===== src/rtl/switch_debounce_pkg.sv =====
// Shared constants for the switch debouncer.
// The default window is 1 ms of the 125 MHz board clock.
package switch_debounce_pkg;

  localparam int unsigned DEBOUNCE_CYCLES_DEFAULT = 32'd125000;

endpackage : switch_debounce_pkg


===== src/rtl/switch_debounce_sync_2ff.sv =====
// Two-flop synchroniser for one asynchronous bit.
// Both flops reset synchronously to 0.
module sync_2ff (
  input  logic clk,
  input  logic rst,
  input  logic d,
  output logic q
);

  logic meta_r;
  logic sync_r;

  // Metastability filter chain
  always_ff @(posedge clk) begin
    if (rst) begin
      meta_r <= 1'b0;
      sync_r <= 1'b0;
    end else begin
      meta_r <= d;
      sync_r <= meta_r;
    end
  end

  assign q = sync_r;

endmodule : sync_2ff


===== src/rtl/switch_debounce.sv =====
// Debounces a raw switch pin. The output follows the synchronised input
// only after the input has held a new level for DEBOUNCE_CYCLES cycles.
module switch_debounce
  import switch_debounce_pkg::*;
#(
  parameter int unsigned DEBOUNCE_CYCLES = DEBOUNCE_CYCLES_DEFAULT,
  parameter int unsigned CNT_W           = $clog2(DEBOUNCE_CYCLES)
) (
  input  logic clk,
  input  logic rst,
  input  logic i_switch,
  output logic o_switch
);

  localparam logic [CNT_W-1:0] TERMINAL = CNT_W'(DEBOUNCE_CYCLES - 32'd1);

  logic             sw_sync_s;
  logic [CNT_W-1:0] cnt_r;
  logic [CNT_W-1:0] cnt_nxt_s;
  logic             out_r;
  logic             out_nxt_s;

  sync_2ff u_sync (
    .clk (clk),
    .rst (rst),
    .d   (i_switch),
    .q   (sw_sync_s)
  );

  // Any return to the current output level throws away the partial count
  always_comb begin
    cnt_nxt_s = '0;
    out_nxt_s = out_r;
    if (sw_sync_s == out_r) begin
      cnt_nxt_s = '0;
    end else if (cnt_r == TERMINAL) begin
      out_nxt_s = sw_sync_s;
      cnt_nxt_s = '0;
    end else begin
      cnt_nxt_s = cnt_r + CNT_W'(1);
    end
  end

  // Counter and output register
  always_ff @(posedge clk) begin
    if (rst) begin
      cnt_r <= '0;
      out_r <= 1'b0;
    end else begin
      cnt_r <= cnt_nxt_s;
      out_r <= out_nxt_s;
    end
  end

  assign o_switch = out_r;

endmodule : switch_debounce


===== config.mk =====
export PLATFORM = sky130hd
export DESIGN_NAME = switch_debounce
export DESIGN_NICKNAME = d
export VERILOG_FILES = /design/src/rtl/switch_debounce_pkg.sv /design/src/rtl/switch_debounce_sync_2ff.sv /design/src/rtl/switch_debounce.sv
export SDC_FILE = /design/constraint.sdc
export NUM_CORES = 1
export LEC_CHECK = 0
export BUFFER_PORTS_ARGS = -buffer_cell sky130_fd_sc_hd__buf_2
export CAP_MARGIN = 40
export CORE_MARGIN = 2
export CORE_UTILIZATION = 35
export CTS_BUF_LIST = sky130_fd_sc_hd__clkbuf_16
export DETAILED_ROUTE_END_ITERATION = 8
export PLACE_DENSITY = 0.46
export SKIP_CTS_REPAIR_TIMING = 1
export SLEW_MARGIN = 20
export SYNTH_ARGS = -nofsm -noshare
export SYNTH_HDL_FRONTEND = slang
export SYNTH_SLANG_ARGS = --single-unit

===== constraint.sdc =====
create_clock -name clk -period 2.48 [get_ports clk]
set_input_delay 0.124 -clock clk [delete_from_list [all_inputs] [get_ports clk]]
set_output_delay 0.124 -clock clk [all_outputs]
set_load 0.005 [all_outputs]

==> flow_summary.ini, run 1 <==
[final_layout]
antenna_cells = 0
final_util_pct = 41.41
final_area_um2 = 1026
area_growth_syn_to_layout_pct = 12.17
finalNonFillerCells = 138
layout-drive-gt1-share_pct = 7.407
fin_nets = 114
fillers = 268

[yosys]
synth_area_per_cell_um2 = 8.794
synth_edf_count = 0
yosysWarnings = 0
yosys.area_share.simple_pct = 32.15
netlist.area_leader.share_pct = 43.78
yosysUniqueCellTypes = 25
synthFlopType = dfxtp_1
synthTopCellsByArea = dfxtp_1 44%, xnor2_1 11%, nor2_1 8.2%
synth_xor_area_share_pct = 14.36
syn_nets = 109
synth_adder_area_share_pct = 2.736
async_flop_share_pct = 0
synth_top_family_by_area = simple AND/OR/NAND/NOR gates
synthTopCellsByCount = 20 x dfxtp_1, 20 x nor2_1, 12 x xnor2_1
muxShareOfSynthArea_pct = 0
synth.yosys.seq_area_share_pct = 43.78
synth_top_area_cell = dfxtp_1
synth_seq_cells = 20
synth_area_um2 = 914.6
synth-compound-area-share_pct = 3.967
synthCells = 104

[sta]
setup_viol = 0
hold_ws_ps = 75.49
tns_ps = 0
fin_crit_sh_pct = 75.35
finalClockSkew_ps = 2.923
slew_headroom_pct = 69.86
worstMarginPinSlew_ps = 450.4
rsz0062_at_grt = false
drv_slew = 0
setup_slack_ps = 611.2
max_freq_ghz = 0.5351
hold_viol_final = 0
fin_crit_ps = 1869

[clock_network]
cts.sink_count = 20
clk_path_buf_depth = 2
cts-buffers-inserted = 3
htreeDepth = 1
root_buffer = clkbuf_16
cts_tree = built
clk_latency_ps = 250
path_clk_slew_ps = 50

[floorplan]
start_util_pct = 36.92
core_um2 = 2477
die_w_um = 55.12
die_h_um = 55.12
row_count = 18
dieArea_um2 = 3038
io_pins = 4

[routing]
dr.pass1.iters = 2
ant_nets = 0
vias = 692
routedWlPerCell_um = 12.22
drc = 0
drt-initial-drc-count = 7
drt_wl_total_um = 1686
via_per_inst = 5.014

[global_route]
grt-ovfl-total = 0
grt_pass1_wl_um = 2753
grt_max_degree = 18
track_usage_pct = 13.18
grtUsageMet1_pct = 18.32
grt_busiest_layer = met1
grtUsageMet3_pct = 3.226
first_global_vias = 599
grt_use_met2_pct = 17.86
antenna_found_initial = 0

[power]
p_leak_nw = 0.2883
total_power_mw = 0.6582
powerDensity_nw_per_um2 = 641.5
ir_worst_vdd_uv = 347.4

[placement]
gp_congestion = 0.7314
place_ws_ps = 582.5
post_dp_cell_area_um2 = 947.2
port_buffers = 3
dp_cells = 134
hpwl_um = 1159

[worst_setup_path]
path_buf_inv = 0
critPathArrivalTime_ps = 1990
cp_slowest_cell = or4b_1
cp_slowest_stage_delay_ps = 550
worst-path-max-fanout = 17
crit_chain = or4b_1, or3_4, o21ai_4, nor2_1
crit_family = simple AND/OR/NAND/NOR gates
end_kind = register
cp-start-kind = register
crit_type = reg -> reg
cp_data_required_time_ps = 2600

[status]
outcome = complete, no violations

[run]
max_cap_viol_count = 0

[hold_path]
hold_class = in -> reg
==> area by class of cell <==
type | count | area, um^2 | share of cell area [%]
Clock buffer | 3 | 75.07 | 7.317
Clock inverter | 1 | 3.754 | 0.3659
Multi-Input combinational cell | 79 | 486.7 | 47.44
Sequential cell | 20 | 400.4 | 39.02
Tap cell | 30 | 37.54 | 3.659
Timing Repair Buffer | 3 | 15.01 | 1.463
Inverter | 2 | 7.507 | 0.7317
==> state kept, by name (all words and copies together) (netlist names) <==
name,cells
cnt_r,17
u_sync.q,1
o_switch,1
u_sync.meta_r,1
==> layout by cell type, fill, tap and decap left out <==
cell	netlist	layout
a21oi_1	2	2
and4_1	1	1
buf_2	1	3
clkbuf_16	0	3
clkinv_1	0	1
dfxtp_1	20	20
ha_1	2	2
inv_1	2	2
nand2_1	5	5
nand2b_1	1	1
nand3_1	9	9
nand4_1	4	4
nor2_1	20	20
nor2b_1	2	2
nor3_1	3	3
nor4_1	6	6
o21ai_0	2	2
o21ai_4	1	1
or3_1	2	2
or3_4	1	1
or3b_1	1	1
or4_1	1	1
or4b_1	1	1
xnor2_1	12	12
xor2_1	3	3
==> logic make-up (layout without fill, tap and decap cells) <==
group | Yosys count | after routing
compound gates | 5 | 5
fa+ha+maj | 2 | 2
simple gates | 57 | 57
flops | 20 | 20
buf+inv | 5 | 9
xor+xnor | 15 | 15
==> where the power goes <==
group          switching [mW]  internal [mW]  total, mW
Clock                   0.112          0.214      0.326
Sequential            0.00109          0.323      0.325
Combinational         0.00419        0.00309    0.00728
Total                   0.117          0.541      0.658
==> routing by layer <==
layer  vias to the layer above  share of wire [%]
met4                         0                1.4
met3                         4                2.0
met5                         -                  0
li1                        364                  -
met2                         6                 45
met1                       318                 51
==> path summary, 6_finish.rpt <==
kind / cells after the start / start / to / slack (ps)
setup / recovery: 4 / cnt_r[12] / cnt_r[6] / 610
hold / removal: 2 / rst / o_switch / 80
setup reg to reg: 4 / cnt_r[12] / cnt_r[6] / 610
hold reg to reg: 1 / u_sync.meta_r / u_sync.q / 450
Note: power is estimated with default switching activity, not from simulation.
==> run 2, diff against run 1 <==
--- a/config.mk
+++ b/config.mk
@@ -5,6 +5,7 @@
 export SDC_FILE = /design/constraint.sdc
 export NUM_CORES = 1
 export LEC_CHECK = 0
+export ABC_AREA = 1
 export BUFFER_PORTS_ARGS = -buffer_cell sky130_fd_sc_hd__buf_2
 export CAP_MARGIN = 40
 export CORE_MARGIN = 2
==> constraint.sdc (replaced) <==
create_clock -name clk -period 1.8 [get_ports clk]
set_input_delay 0.09 -clock clk [delete_from_list [all_inputs] [get_ports clk]]
set_output_delay 0.09 -clock clk [all_outputs]
set_load 0.005 [all_outputs]
==> run 2 against run 1 <==
Compared with the run above:
- setup slack lost 190 ps
- utilization shrank 1.1 points
- total power grew 39%
- synthesized cell count grew 48%
- combinational power grew 77%
- clock-buffer cell count is the same
- critical path type unchanged
==> flow_summary.ini, run 2 <==
[status]
outcome = complete, no violations

[power]
powerDensity_nw_per_um2 = 746.6
p_leak_nw = 0.4046
ir_worst_vdd_uv = 536.7

[yosys]
synthFlopType = dfxtp_1
synth_edf_count = 0
synthTopCellsByCount = 33 x nand2_1, 24 x nor2_1, 20 x dfxtp_1
synth_seq_cells = 20
yosysWarnings = 0
yosysUniqueCellTypes = 21
synthTopCellsByArea = dfxtp_1 37%, nand2_1 11%, nor2_1 8.2%
netlist.area_leader.share_pct = 36.53
synth_top_area_cell = dfxtp_1
synthCells = 154
async_flop_share_pct = 0
yosysMostFrequentCell = nand2_1
syn_nets = 159
synth_area_um2 = 1096
synth_area_per_cell_um2 = 7.117
synth.yosys.seq_area_share_pct = 36.53

[hold_path]
whs_path_depth = 2
hold_class = in -> reg

[floorplan]
die_w_um = 59.96
dieArea_um2 = 3595
start_util_pct = 36.20
io_pins = 4
row_count = 20
core_um2 = 3028
die_h_um = 59.96

[routing]
ant_nets = 0
via_per_inst = 4.414
drt-initial-drc-count = 36
drt_wl_total_um = 2041
vias = 896
drc = 0
routedWlPerCell_um = 10.05
dr.pass1.iters = 4

[global_route]
grt_pass1_wl_um = 3525
track_usage_pct = 13.11
grt-ovfl-total = 0
first_global_vias = 788
grt_max_degree = 18
antenna_found_initial = 0

[worst_setup_path]
cp.depth = 6
end_kind = register
cp_slowest_cell = dfxtp_1
reg2reg_depth = 6
reg2reg_slack_ps = 420
critPathArrivalTime_ps = 1510
cp_slowest_stage_delay_ps = 380
crit_type = reg -> reg
worst-path-max-fanout = 17
cp-start-kind = register
crit_chain = ha_1, nand2_2, nor3_2, nand3_2, nand2_4, a21oi_1
cp_data_required_time_ps = 1930
crit_family = simple AND/OR/NAND/NOR gates
path_buf_inv = 0

[sta]
max_freq_ghz = 0.7243
hold_viol_final = 0
setup_slack_ps = 419.4
slew_headroom_pct = 82.59
drv_slew = 0
setup_viol = 0
finalClockSkew_ps = 3.692
hold_ws_ps = 31.91
tns_ps = 0
worstMarginPinSlew_ps = 261.0
rsz0062_at_grt = false
fin_crit_sh_pct = 76.70
fin_crit_ps = 1381

[placement]
place_ws_ps = 410.9
hpwl_um = 1565
gp_congestion = 0.7968
port_buffers = 3

[clock_network]
cts.sink_count = 20
clk_latency_ps = 250
cts_tree = built
htreeDepth = 1
cts-buffers-inserted = 3
path_clk_slew_ps = 60
root_buffer = clkbuf_16
clk_path_buf_depth = 2

[final_layout]
layout_common_cells = 33 x nand2_1, 24 x nor2_1, 20 x dfxtp_1
max_flop_register = cnt_r
antenna_cells = 0
largest_reg_flops = 17
layout-drive-gt1-share_pct = 18.87
fin_nets = 166
mostFrequentLayoutCell = nand2_1
area_growth_syn_to_layout_pct = 11.42
fillers = 325

[run]
max_cap_viol_count = 0
## run 2: changes by cell type in the layout (fill, tap and decap cells not counted), sizes merged, moves of 5 or more
cell,before,now
xnor2,12,3
inv,2,19
nor4,6,0
nand2,5,38
a21oi,2,7
nor2,20,40
## run 2: metal layers
layer | global-route usage, % | vias up | part of all wire [%]
li1 | - | 485 | -
met1 | 18.67 | 400 | 52
met2 | 19.88 | 9 | 45
met3 | 3.896 | 2 | 2.9
met4 | 1.905 | 0 | 0.24
met5 | 0 | - | 0
## run 2: cells by family (layout without fill, tap and decap cells)
logic type,Yosys count,count (layout),synth area share [%]
DFF,20,20,36.53
adders and majority gates,2,2,2.283
buffers and inverters,20,25,8.334
AOI/OAI and AO/OA,10,10,4.794
xor gates and xnor gates,7,7,5.594
and+or+nand+nor,95,95,42.47
## run 2: path summary, 6_finish.rpt
| path | start | endpoint |
|---|---|---|
| hold reg to reg | u_sync.meta_r | u_sync.q |
| hold / removal | rst | u_sync.q |
| setup / recovery | cnt_r[0] | cnt_r[15] |
| setup reg to reg | cnt_r[0] | cnt_r[15] |
## run 2: cell type report
| type | count | area [um^2] | share of cell area (%) |
|---|---|---|---|
| sequential | 20 | 400.4 | 32.79 |
| tap | 44 | 55.05 | 4.508 |
| clock buffer | 3 | 75.07 | 6.148 |
| multi-input combinational | 114 | 604.3 | 49.49 |
| timing repair buffer | 3 | 15.01 | 1.230 |
| inverter | 19 | 71.32 | 5.840 |
## run 2: stage by stage
stage                     power, mW  cells  area, um^2  utilization (%)
after global placement       0.4698    200        1146            37.85
final                        0.9117    203        1221            40.33
after global routing         0.9413    203        1221            40.33
after detailed placement     0.4699    200        1146            37.85
after CTS                    0.9245    203        1221            40.33
after floorplan              0.4675    154        1096                -
## run 2: where the power goes
group / internal [mW] / total (mW) / leakage [nW] / switching, mW
sequential: 0.446 / 0.447 / 0.162 / 0.00163
combinational: 0.00455 / 0.0129 / 0.206 / 0.00838
clock: 0.293 / 0.452 / 0.0370 / 0.159
## run 2: worst reg2reg max path: cells and delay by family, from the launching register on
family | cells | cell delay [ps]
AND/OR/NAND/NOR | 4 | 610
flip-flops | 1 | 380
adder cells (fa/ha/maj) | 1 | 180
AO/OA/AOI/OAI | 1 | 70
